[src/rtl/display_scan_ctrl_if.sv]
// Signal bundle between the scan controller and its environment: enable, the
// update handshake with the incoming digit codes, and the mux/anode drive.
interface display_scan_ctrl_if;
    logic       en;
    logic       upd_req;
    logic [6:0] seg_in_a;
    logic [6:0] seg_in_b;
    logic [6:0] seg_in_c;
    logic [6:0] seg_in_d;
    logic [3:0] blank_in;
    logic       upd_ack;
    logic [6:0] mux_a;
    logic [6:0] mux_b;
    logic [6:0] mux_c;
    logic [6:0] mux_d;
    logic       s0;
    logic       s1;
    logic [3:0] an_n;
    logic       frame_start;

    modport master (
        output en, upd_req, seg_in_a, seg_in_b, seg_in_c, seg_in_d, blank_in,
        input  upd_ack, mux_a, mux_b, mux_c, mux_d, s0, s1, an_n, frame_start
    );

    modport slave (
        input  en, upd_req, seg_in_a, seg_in_b, seg_in_c, seg_in_d, blank_in,
        output upd_ack, mux_a, mux_b, mux_c, mux_d, s0, s1, an_n, frame_start
    );
endinterface

[src/rtl/display_scan_ctrl.sv]
// Four-digit seven-segment scan controller: slot timing with anode dead-time,
// mux select generation and frame-aligned shadow loading via req/ack.
module display_scan_ctrl #(
    parameter int PRESCALE = 50000,
    parameter int DEADTIME = 16
) (
    input  logic                clk,
    input  logic                rst,
    display_scan_ctrl_if.slave  bus
);

    localparam int CNT_W = (PRESCALE > 1) ? $clog2(PRESCALE) : 1;

    typedef enum logic [1:0] {
        IDLE = 2'd0,
        DEAD = 2'd1,
        ON   = 2'd2
    } state_e;

    state_e           state_q, state_d;
    logic [CNT_W-1:0] cnt_q, cnt_d;
    logic [1:0]       dig_q, dig_d;
    logic             pend_q, pend_d;
    logic [3:0]       blank_q, blank_d;
    logic [3:0]       an_n_q, an_n_d;
    logic             ack_q, ack_d;
    logic             fs_q, fs_d;
    logic [6:0]       mux_a_q, mux_b_q, mux_c_q, mux_d_q;
    logic             slot_end;
    logic             load;

    assign slot_end = (cnt_q == CNT_W'(PRESCALE - 1));

    // Outputs are registered from next-state values so the anodes, selects and
    // pulses all line up with the cycle in which the new slot/frame begins.
    always_comb begin
        state_d = state_q;
        cnt_d   = cnt_q;
        dig_d   = dig_q;
        pend_d  = pend_q | bus.upd_req;
        load    = 1'b0;
        fs_d    = 1'b0;

        if (!bus.en) begin
            state_d = IDLE;
            cnt_d   = '0;
            dig_d   = 2'd0;
            load    = (state_q == IDLE) && (pend_q || bus.upd_req);
        end else if (state_q == IDLE) begin
            // A request arriving with the rising enable waits for the next boundary.
            cnt_d = '0;
            dig_d = 2'd0;
            fs_d  = 1'b1;
        end else if (slot_end) begin
            cnt_d = '0;
            dig_d = dig_q + 2'd1;
            if (dig_q == 2'd3) begin
                fs_d = 1'b1;
                load = pend_q || bus.upd_req;
            end
        end else begin
            cnt_d = cnt_q + CNT_W'(1);
        end

        if (bus.en) begin
            state_d = (cnt_d >= CNT_W'(DEADTIME)) ? ON : DEAD;
        end

        if (load) begin
            pend_d = 1'b0;
        end

        blank_d = load ? bus.blank_in : blank_q;
        ack_d   = load;

        an_n_d = 4'hF;
        if (state_d == ON && !blank_d[dig_d]) begin
            an_n_d[dig_d] = 1'b0;
        end
    end

    always_ff @(posedge clk) begin
        if (rst) begin
            state_q <= IDLE;
            cnt_q   <= '0;
            dig_q   <= 2'd0;
            pend_q  <= 1'b0;
            blank_q <= 4'b0000;
            an_n_q  <= 4'hF;
            ack_q   <= 1'b0;
            fs_q    <= 1'b0;
            mux_a_q <= 7'h7F;
            mux_b_q <= 7'h7F;
            mux_c_q <= 7'h7F;
            mux_d_q <= 7'h7F;
        end else begin
            state_q <= state_d;
            cnt_q   <= cnt_d;
            dig_q   <= dig_d;
            pend_q  <= pend_d;
            blank_q <= blank_d;
            an_n_q  <= an_n_d;
            ack_q   <= ack_d;
            fs_q    <= fs_d;
            if (load) begin
                mux_a_q <= bus.seg_in_a;
                mux_b_q <= bus.seg_in_b;
                mux_c_q <= bus.seg_in_c;
                mux_d_q <= bus.seg_in_d;
            end
        end
    end

    assign bus.mux_a       = mux_a_q;
    assign bus.mux_b       = mux_b_q;
    assign bus.mux_c       = mux_c_q;
    assign bus.mux_d       = mux_d_q;
    assign bus.s0          = dig_q[0];
    assign bus.s1          = dig_q[1];
    assign bus.an_n        = an_n_q;
    assign bus.upd_ack     = ack_q;
    assign bus.frame_start = fs_q;

endmodule

[src/flat_wrapper.sv]
// flat-port wrapper written by rule: the top's interface ports become plain ports
module display_scan_ctrl_flat 
#(
    parameter int PRESCALE = 50000,
    parameter int DEADTIME = 16
)
  (clk, rst, bus_en, bus_upd_req, bus_seg_in_a, bus_seg_in_b, bus_seg_in_c, bus_seg_in_d, bus_blank_in, bus_upd_ack, bus_mux_a, bus_mux_b, bus_mux_c, bus_mux_d, bus_s0, bus_s1, bus_an_n, bus_frame_start);
  display_scan_ctrl_if bus_i ();
  input  logic clk;
  input  logic rst;
  input wire logic [$bits(bus_i.en)-1:0] bus_en;
  input wire logic [$bits(bus_i.upd_req)-1:0] bus_upd_req;
  input wire logic [$bits(bus_i.seg_in_a)-1:0] bus_seg_in_a;
  input wire logic [$bits(bus_i.seg_in_b)-1:0] bus_seg_in_b;
  input wire logic [$bits(bus_i.seg_in_c)-1:0] bus_seg_in_c;
  input wire logic [$bits(bus_i.seg_in_d)-1:0] bus_seg_in_d;
  input wire logic [$bits(bus_i.blank_in)-1:0] bus_blank_in;
  output wire logic [$bits(bus_i.upd_ack)-1:0] bus_upd_ack;
  output wire logic [$bits(bus_i.mux_a)-1:0] bus_mux_a;
  output wire logic [$bits(bus_i.mux_b)-1:0] bus_mux_b;
  output wire logic [$bits(bus_i.mux_c)-1:0] bus_mux_c;
  output wire logic [$bits(bus_i.mux_d)-1:0] bus_mux_d;
  output wire logic [$bits(bus_i.s0)-1:0] bus_s0;
  output wire logic [$bits(bus_i.s1)-1:0] bus_s1;
  output wire logic [$bits(bus_i.an_n)-1:0] bus_an_n;
  output wire logic [$bits(bus_i.frame_start)-1:0] bus_frame_start;
  assign bus_i.en = bus_en;
  assign bus_i.upd_req = bus_upd_req;
  assign bus_i.seg_in_a = bus_seg_in_a;
  assign bus_i.seg_in_b = bus_seg_in_b;
  assign bus_i.seg_in_c = bus_seg_in_c;
  assign bus_i.seg_in_d = bus_seg_in_d;
  assign bus_i.blank_in = bus_blank_in;
  assign bus_upd_ack = bus_i.upd_ack;
  assign bus_mux_a = bus_i.mux_a;
  assign bus_mux_b = bus_i.mux_b;
  assign bus_mux_c = bus_i.mux_c;
  assign bus_mux_d = bus_i.mux_d;
  assign bus_s0 = bus_i.s0;
  assign bus_s1 = bus_i.s1;
  assign bus_an_n = bus_i.an_n;
  assign bus_frame_start = bus_i.frame_start;
  display_scan_ctrl #(.PRESCALE(PRESCALE), .DEADTIME(DEADTIME)) u_core (.clk(clk), .rst(rst), .bus(bus_i));
endmodule
[config.mk]
export PLATFORM = sky130hd
export DESIGN_NAME = display_scan_ctrl_flat
export DESIGN_NICKNAME = d
export VERILOG_FILES = /design/src/rtl/display_scan_ctrl_if.sv /design/src/rtl/display_scan_ctrl.sv /design/src/flat_wrapper.sv
export SDC_FILE = /design/constraint.sdc
export NUM_CORES = 1
export LEC_CHECK = 0
export ABC_AREA = 1
export CAP_MARGIN = 20
export CORE_MARGIN = 2
export CORE_UTILIZATION = 40
export CTS_BUF_LIST = sky130_fd_sc_hd__clkbuf_8
export DETAILED_ROUTE_END_ITERATION = 12
export PLACE_DENSITY = 0.66
export SYNTH_ARGS = -nofsm -noshare
export SYNTH_HDL_FRONTEND = slang
export SYNTH_SLANG_ARGS = --single-unit
[constraint.sdc]
create_clock -name clk -period 4.5 [get_ports clk]
set_input_delay 0.9 -clock clk [delete_from_list [all_inputs] [get_ports clk]]
set_output_delay 0.9 -clock clk [all_outputs]
set_load 0.01 [all_outputs]
Yosys cells after proc, flatten, opt, wreduce, memory -nomap -nowiden:

Index checks and enable logic that the tools add are counted.

* register bits: 59
* input bits: 36
* output and inout port bits: 36
* logic and storage cells: 53

* add/sub/neg operators: 2
* $lt $le $gt $ge: 3
* equality and inequality tests: 3
* multiplexer cells: 20
* bitwise gates (word level): 4
* reductions and logical operators: 9

Operator list (number)
* two-way mux 16 bit: 3
* adder 16 x 1 -> 16 bit, second input constant: 1
* == test 16 bit, second input constant: 1
* >= comparator 16 x 5 -> 1 bit, second input constant: 1
* two-way mux 2 bit: 5
* two-way mux 1 bit: 9
* OR reduction 2 bit: 3
* == test 2 bit, second input constant: 2
* two-way mux 4 bit: 1
* NOT 4 bit: 1
* logical AND 1 bit: 3
* < comparator 2 x 3 -> 1 bit, second input constant: 1
* adder 2 x 1 -> 2 bit, second input constant: 1
* binary-select mux 1 bit (select 2 bit): 1
* demux 1 bit (select 2 bit): 1
* >= comparator 2 x 1 -> 1 bit, second input constant: 1
* zero test 2 bit: 1
* NOT 1 bit: 2
* zero test 1 bit: 1
* logical OR 1 bit: 1
* OR 1 bit: 1

Longest topological paths before layout:

Gate-level depths: netlist of run 1.

* word-level depth: 12
* gate-level depth with buffers: 14
* depth with buffers taken out: 14

Worst setup path before layout of run 1:

OpenSTA, ideal clock, no wires.

* kind: input-to-reg
* start: input port bus_en
* end: register u_core.an_n_q[0], in the netlist u_core.bus.an_n[0]
* library setup time: 122 ps
* data arrival time: 1928 ps
* slack: 2450 ps
* stages on the path: 10
* buffers on the path: 0
* path through: inv_1 > nor2_4 > a21boi_4 > nand3_1 > nand2_1 > nor2_1 > nand3_1 > nand2_1 > inv_2 > nand3_1

* longest elaborated chain between the ends: 8
* elaborated cells between the ends (all ways): 20

Ends and longest elaborated chain
* from (decl): line flat_wrapper.sv:11 `input wire logic [$bits(bus_i.en)-1:0] bus_en;`
* two-way mux 16 bit or two-way mux 1 bit (tied branches): line display_scan_ctrl.sv:44 `if (!bus.en) begin`
* >= comparator 16 x 5 -> 1 bit or two-way mux 4 bit (tied branches): line display_scan_ctrl.sv:66, display_scan_ctrl.sv:73
* two-way mux 2 bit or binary-select mux 1 bit (select 2 bit) (tied branches): line display_scan_ctrl.sv:66, display_scan_ctrl.sv:77
* two-way mux 2 bit or two-way mux 1 bit (tied branches): line display_scan_ctrl.sv:65, display_scan_ctrl.sv:77
* == test 2 bit or zero test 1 bit (tied branches): line display_scan_ctrl.sv:77 `if (state_d == ON && !blank_d[dig_d]) begin`
* logical AND 1 bit: line display_scan_ctrl.sv:77
* NOT 1 bit (no line)
* OR reduction 2 bit (no line)
* to (signal assigned): line display_scan_ctrl.sv:102 `an_n_q <= an_n_d;`
* to (decl): line display_scan_ctrl.sv:25 `logic [3:0] an_n_q, an_n_d;`

Parallel ways exist; a longest one is shown, timed or not. The select of a mux whose other input is x is not followed.
A chain may end at the register's enable or synchronous reset.

Worst setup path in the final report of run 1:

* start: input port bus_en
* end: register u_core.mux_d_q[5], in the netlist u_core.bus.mux_d[5]

* longest elaborated chain between the ends: 1

Ends and longest elaborated chain
* two-way mux 1 bit: line display_scan_ctrl.sv:44
* to (signal assigned): line display_scan_ctrl.sv:109 `mux_d_q <= bus.seg_in_d;`
* to (decl): line display_scan_ctrl.sv:28 `logic [6:0] mux_a_q, mux_b_q, mux_c_q, mux_d_q;`

No other way between the ends.

==> qor.yml, run 1 <==
rr_startpoint: "u_core.cnt_q[0]"
synth_cell_type_count: 25
post_synth.cell_area_avg_um2: 7.11
timing.critical_path.required_ns: 4.68
antenna_found_initial: 0
gr-total-overflow: 0
finClkSkew_ns: 0.0115
port_buffers: 71
dieHeight_um: 86.0
holdCritPathClass: "flop to flop"
post-layout-total-power_mw: 1.19
regToRegEndpoint: "u_core.bus.mux_d[5]"
crit_path_start: "bus_en"
synth_compound_gate_area_share: 0.0172
topRoutingLayerUsed: "met4"
tritoncts: "yes"
placer_congestion_estimate: 0.849
worst-slew-pin-transition_ns: 0.926
finalSetupViolCount: 0
ratio_of_cells_with_drive_above_1_in_the_final_layout: 0.0989
wirelength_met1_mm: 3.16
grt_first_pass_wirelength_mm: 11.1
synth-adder-area-share: 0.00931
global_route.usage.total: 0.191
postCtsHoldBufs: 0
synth-xor-area-share: 0.00978
die_x_um: 86.0
clock_latency_ns: 0.34
fp.dieArea_mm2: 0.00739
cts.repair_timing.setup_buffer_count: 0
critical_path_arrival_ns: 3.08
power_per_cell_area_mw_per_mm2: 327
period_needed_ns: 2.89
ff2ff_path_depth: 9
antenna_cells: 0
floorplan.io_pins: 72
status: "finished clean"
worst_hold_check_slack_ns: 0.456
wl_mm: 6.70
met2_wirelength_mm: 2.98
startpoint_type: "input pin"
setup.worst_path.class: "input pin to flop"
dominant_combinational_cell_family_by_area_after_synthesis: "simple AND/OR/NAND/NOR gates"
max-slew-margin-rel: 0.382
drv_cap: 0
setup-tns-final_ns: 0
place.detailed.hpwl_mm: 4.80
mappedNetlistNets: 416
crit_fanout: 34
fillCellCount: 585
synthesis.area_mm2: 0.00269
hold_viol: 0
layout-area-overhead-vs-synth_pct: 35.3
setup_repair_after_global_routing_missed_its_margin: "no"
vias_per_cell: 4.77
cts_sinks: 59
antenna_left: 0
met3_wirelength_um: 449
crit_path_end_kind: "flop"
setup_ws_ns: 1.61
remaining_drc_errors: 0
firstDrtPassIters: 5
synth_ff_type: "dfxtp_1"
max-clock-path-buffers: 2
synth_mux_area_frac: 0
core_area_mm2: 0.00642
clk_root_buffer_cell: "clkbuf_8"
maximum_number_of_pins_on_one_net_before_global_route_repair: 35
maxClockFrequency_mhz: 345
finalCoreUtilization: 0.566
ctsHtreeMaxLevel: 3
layout_common_cells: "110 x nand2_1, 71 x clkdlybuf4s50_1, 63 x nand3_1"
final_max_slew_viol_count: 0
static-leakage-power_nw: 1.65
clkTransAtPathRegs_ns: 0.06
row_cnt: 29
critical_hold_path_startpoint: "u_core.cnt_q[0]"
drt_first_iter_violations: 149
initial_utilization: 0.418
clock_buffers_created_by_tritoncts: 9
synth_seq_area_share: 0.439
synth-warning-count: 0
min_delay_worst_endpoint: "u_core.cnt_q[0]"
design.final.nets: 489
post_synth_and_or_nand_nor_area_fraction: 0.446
worst-r2r-setup-slack_ns: 2.08
synth.ff_latch_count: 59
max-vdd-ir-drop_mv: 0.202
ctsResizeCount: 0
number_of_flops_mapped_to_enable_cells_by_yosys: 0
grt_pass1_vias: 2368
wl_per_cell_um: 12.6
layout.cells.most_common: "nand2_1"
final.period_utilization: 0.643
overall_via_count_from_detail_route: 2538
syn_inst: 378
hold_path_depth: 1
async_set_or_reset_flop_fraction_in_the_synthesized_netlist: 0
dpl_worst_slack_ns: 1.25
==> logic make-up (layout without fill, tap and decap cells) <==
group           after synthesis  in the layout
compound gates                6              6
xor+xnor                      3              3
fa+ha+maj                     2              2
buf+inv                      50            127
flops                        59             59
simple gates                258            258
==> metal layers <==
metal / vias up / track usage
li1: 1337 / -
met1: 1116 / 0.246
met2: 75 / 0.302
met3: 10 / 0.0491
met4: 0 / 0.0866
met5: - / 0
==> state kept, by name (all words and copies together), names as in the netlist <==
register / cells
u_core.blank_q: 4
u_core.bus.an_n: 4
u_core.bus.frame_start: 1
u_core.bus.mux_a: 7
u_core.bus.mux_b: 7
u_core.bus.mux_c: 7
u_core.bus.mux_d: 7
u_core.bus.upd_ack: 1
u_core.cnt_q: 16
u_core.dig_q: 2
u_core.pend_q: 1
u_core.state_q: 2
==> synth_stat cells (2+ instances only) <==
master	instances	share of area
nand3_1	63	0.12
xor2_1	3	0.0098
nand3_2	4	0.015
nand2_1	110	0.15
a21oi_1	3	0.0056
clkinv_2	2	0.0037
nand2_2	6	0.014
ha_1	2	0.0093
nand4_1	8	0.019
buf_2	4	0.0074
clkbuf_1	4	0.0056
dfxtp_1	59	0.44
nor2_1	52	0.073
inv_2	3	0.0042
nor2_2	4	0.0093
buf_6	2	0.0084
nor2_4	5	0.021
inv_1	35	0.049
nand2_4	3	0.013
==> worst max-delay path by stage <==
stage	to	slack, ns	cells after the start
3_5_place_dp	u_core.bus.mux_d[2]	1.25	9
2_1_floorplan	u_core.bus.an_n[0]	2.45	10
6_report	u_core.bus.mux_d[5]	1.61	9
3_3_place_gp	u_core.bus.mux_a[6]	1.30	9
5_1_grt	u_core.bus.mux_d[5]	1.35	9
4_1_cts	u_core.bus.mux_d[6]	1.59	9
==> power by group <==
part / internal [mW] / switching [mW]
logic: 0.0814 / 0.0716
clock network: 0.266 / 0.212
registers: 0.547 / 0.0120
==> per-stage QoR <==
stage,cell area [µm²],std cells
floorplan,2690,378
global placement,3440,517
detailed placement,3440,517
CTS,3640,532
global route,3640,532
finish,3640,532
==> worst max-delay path: stages <==
cell             delay, ns
clkdlybuf4s50_1       0.43
inv_1                 0.16
nor2_4                0.10
nand4_1               0.12
nand2_2               0.09
nand2_2               0.49
clkinv_2              0.52
nand2_1               0.18
nand3_1               0.07
==> layout make-up <==
cell class / count / area [µm²] / share of cell area
well taps: 77 / 96.3 / 0.0265
inverters: 40 / 153 / 0.0420
clock inverters: 5 / 53.8 / 0.0148
repair buffers: 72 / 718 / 0.198
flip-flops and latches: 59 / 1180 / 0.325
multi-input cells: 269 / 1300 / 0.357
clock buffers: 10 / 138 / 0.0379
Power figures use the tool's default switching activity.
==> run 2, diff against run 1 <==
--- a/config.mk
+++ b/config.mk
@@ -11,7 +11,7 @@
 export CORE_UTILIZATION = 40
 export CTS_BUF_LIST = sky130_fd_sc_hd__clkbuf_8
 export DETAILED_ROUTE_END_ITERATION = 12
-export PLACE_DENSITY = 0.66
+export PLACE_DENSITY = 0.69
 export SYNTH_ARGS = -nofsm -noshare
 export SYNTH_HDL_FRONTEND = slang
 export SYNTH_SLANG_ARGS = --single-unit
==> constraint.sdc (replaced) <==
create_clock -name clk -period 2.64 [get_ports clk]
set_input_delay 0.528 -clock clk [delete_from_list [all_inputs] [get_ports clk]]
set_output_delay 0.528 -clock clk [all_outputs]
set_load 0.01 [all_outputs]
==> run 2 against run 1 <==
Net effect: first-iteration DRC count is 26% lower; non-clock buffer count is 4 higher; routed wire length is 2.0% lower; register-to-register slack worse by 1.4 ns; sequential cell count stayed put; total power is 77% higher; sequential power is 70% higher; sequential share of layout area is 0.47 points lower; via count is 2.7% higher; critical endpoint is now u_core.bus.mux_a[6]; largest cell class unchanged.
==> qor.yml, run 2 (synthesis gave the netlist of run 1 again) <==
design.final.nets: 493
antenna_found_initial: 0
post-layout-total-power_mw: 2.11
clock_latency_ns: 0.33
place.detailed.hpwl_mm: 4.92
port_buffers: 71
max-slew-margin-rel: 0.713
postLayoutCellArea_mm2: 0.00369
period_needed_ns: 2.00
dieHeight_um: 86.0
layout_common_cells: "110 x nand2_1, 71 x clkdlybuf4s50_1, 63 x nand3_1"
crit_fanout: 28
power_per_cell_area_mw_per_mm2: 571
finClkSkew_ns: 0.00787
setup-tns-final_ns: 0
cp_top_family: "simple AND/OR/NAND/NOR gates"
worst_path_most_repeated_cell: "nand2_2"
clock_buffers_created_by_tritoncts: 9
vias_per_cell: 4.86
sw_frac_of_total: 0.230
hold_viol: 0
wl_per_cell_um: 12.3
setup_repair_after_global_routing_missed_its_margin: "no"
clk_root_buffer_cell: "clkbuf_8"
antenna_left: 0
holdCritPathClass: "flop to flop"
setup.worst_path.class: "flop to flop"
critical_path_arrival_ns: 2.27
finalSetupViolCount: 0
fp.dieArea_mm2: 0.00739
switching_power_total_uw: 484
cts.repair_timing.setup_buffer_count: 0
drv_cap: 0
die_x_um: 86.0
overall_via_count_from_detail_route: 2606
antenna_cells: 0
max-vdd-ir-drop_mv: 0.362
crit_path_end_kind: "flop"
placer_congestion_estimate: 0.955
floorplan.io_pins: 72
layout.cells.most_common: "nand2_1"
firstDrtPassIters: 4
final_max_slew_viol_count: 0
finalCoreUtilization: 0.575
dpl_cell_area_mm2: 0.00347
fillCellCount: 616
combined_flip_flop_and_latch_cell_area_mm2: 0.00118
power.sequential.fraction: 0.452
clkTransAtPathRegs_ns: 0.06
share_clk_of_total_power: 0.423
ctsResizeCount: 0
drt_first_iter_violations: 111
row_cnt: 29
initial_utilization: 0.418
cp_slowest_stage_delay_ns: 0.35
cts_sinks: 59
power_frac_comb: 0.125
critical_path_buf_inv_count: 1
worst_path_max_delay_cell: "dfxtp_1"
area_used_by_multi_input_combinational_logic_mm2: 0.00130
core_area_mm2: 0.00642
max-clock-path-buffers: 2
grt_first_pass_wirelength_mm: 11.2
startpoint_type: "flop"
timing.critical_path.required_ns: 2.91
intPower_mw: 1.62
maximum_number_of_pins_on_one_net_before_global_route_repair: 29
registers.top_by_ff_count: "u_core.cnt_q"
status: "finished clean"
remaining_drc_errors: 0
layout-area-overhead-vs-synth_pct: 37.3
wl_mm: 6.57
worst-slew-pin-transition_ns: 0.428
largest_register_ff_count: 16
final.period_utilization: 0.758
postCtsHoldBufs: 0
static-leakage-power_nw: 1.67
gr-total-overflow: 0
global_route.usage.total: 0.189
ctsHtreeMaxLevel: 3
grt_pass1_vias: 2530
maxClockFrequency_mhz: 500
tritoncts: "yes"
ratio_of_cells_with_drive_above_1_in_the_final_layout: 0.107
crit_chain: "ha_1, nand3_2, nor2_4, nand4_1, nand2_2, nand2_2, clkinv_2, nand2_1, nand3_1"
run 2: power groups by stage:
stage	Combinational, mW	Clock [mW]	Sequential (mW)
after floorplan	0.104	0	0.988
after global placement	0.263	0	0.972
after detailed placement	0.265	0	0.972
after CTS	0.266	0.915	0.953
after global routing	0.293	0.961	0.958
final	0.264	0.891	0.953
run 2: metal layers:
layer / vias to the layer above / track usage / wire, µm
met1: 1163 / 0.245 / 3110
met4: 0 / 0.0606 / 85
li1: 1341 / - / -
met3: 12 / 0.0751 / 563
met2: 90 / 0.290 / 2810
met5: - / 0 / 0
run 2: metrics by stage:
step / hold slack (ns) / setup slack (ns) / cells
finish: 0.448 / 0.640 / 536
global route: 0.473 / 0.447 / 536
CTS: 0.449 / 0.628 / 536
detailed placement: 0.437 / 0.309 / 521
global placement: 0.426 / 0.353 / 521
floorplan: 0.418 / 0.962 / 378
run 2: final cells by class:
cell class                      count  share of cell area
Timing Repair Buffer               76               0.203
Multi-Input combinational cell    269               0.351
Sequential cell                    59               0.320
Tap cell                           77              0.0261
Clock buffer                       10              0.0373
Clock inverter                      5              0.0210
Inverter                           40              0.0414
run 2: final timing paths:
| check | from | end | slack (ns) | depth (start not counted) |
|---|---|---|---|---|
| max reg2reg | u_core.cnt_q[0] | u_core.bus.mux_a[6] | 0.64 | 9 |
| min | u_core.cnt_q[0] | u_core.cnt_q[0] | 0.45 | 1 |
| max | u_core.cnt_q[0] | u_core.bus.mux_a[6] | 0.64 | 9 |
| min reg2reg | u_core.cnt_q[0] | u_core.cnt_q[0] | 0.45 | 1 |
run 2: worst reg2reg max path: cells and delay by family, from the launching register on:
kind / cells / cell delay (ns)
AND/OR/NAND/NOR: 7 / 1.03
adder cells (fa/ha/maj): 1 / 0.25
buffers and inverters: 1 / 0.32
flip-flops: 1 / 0.35
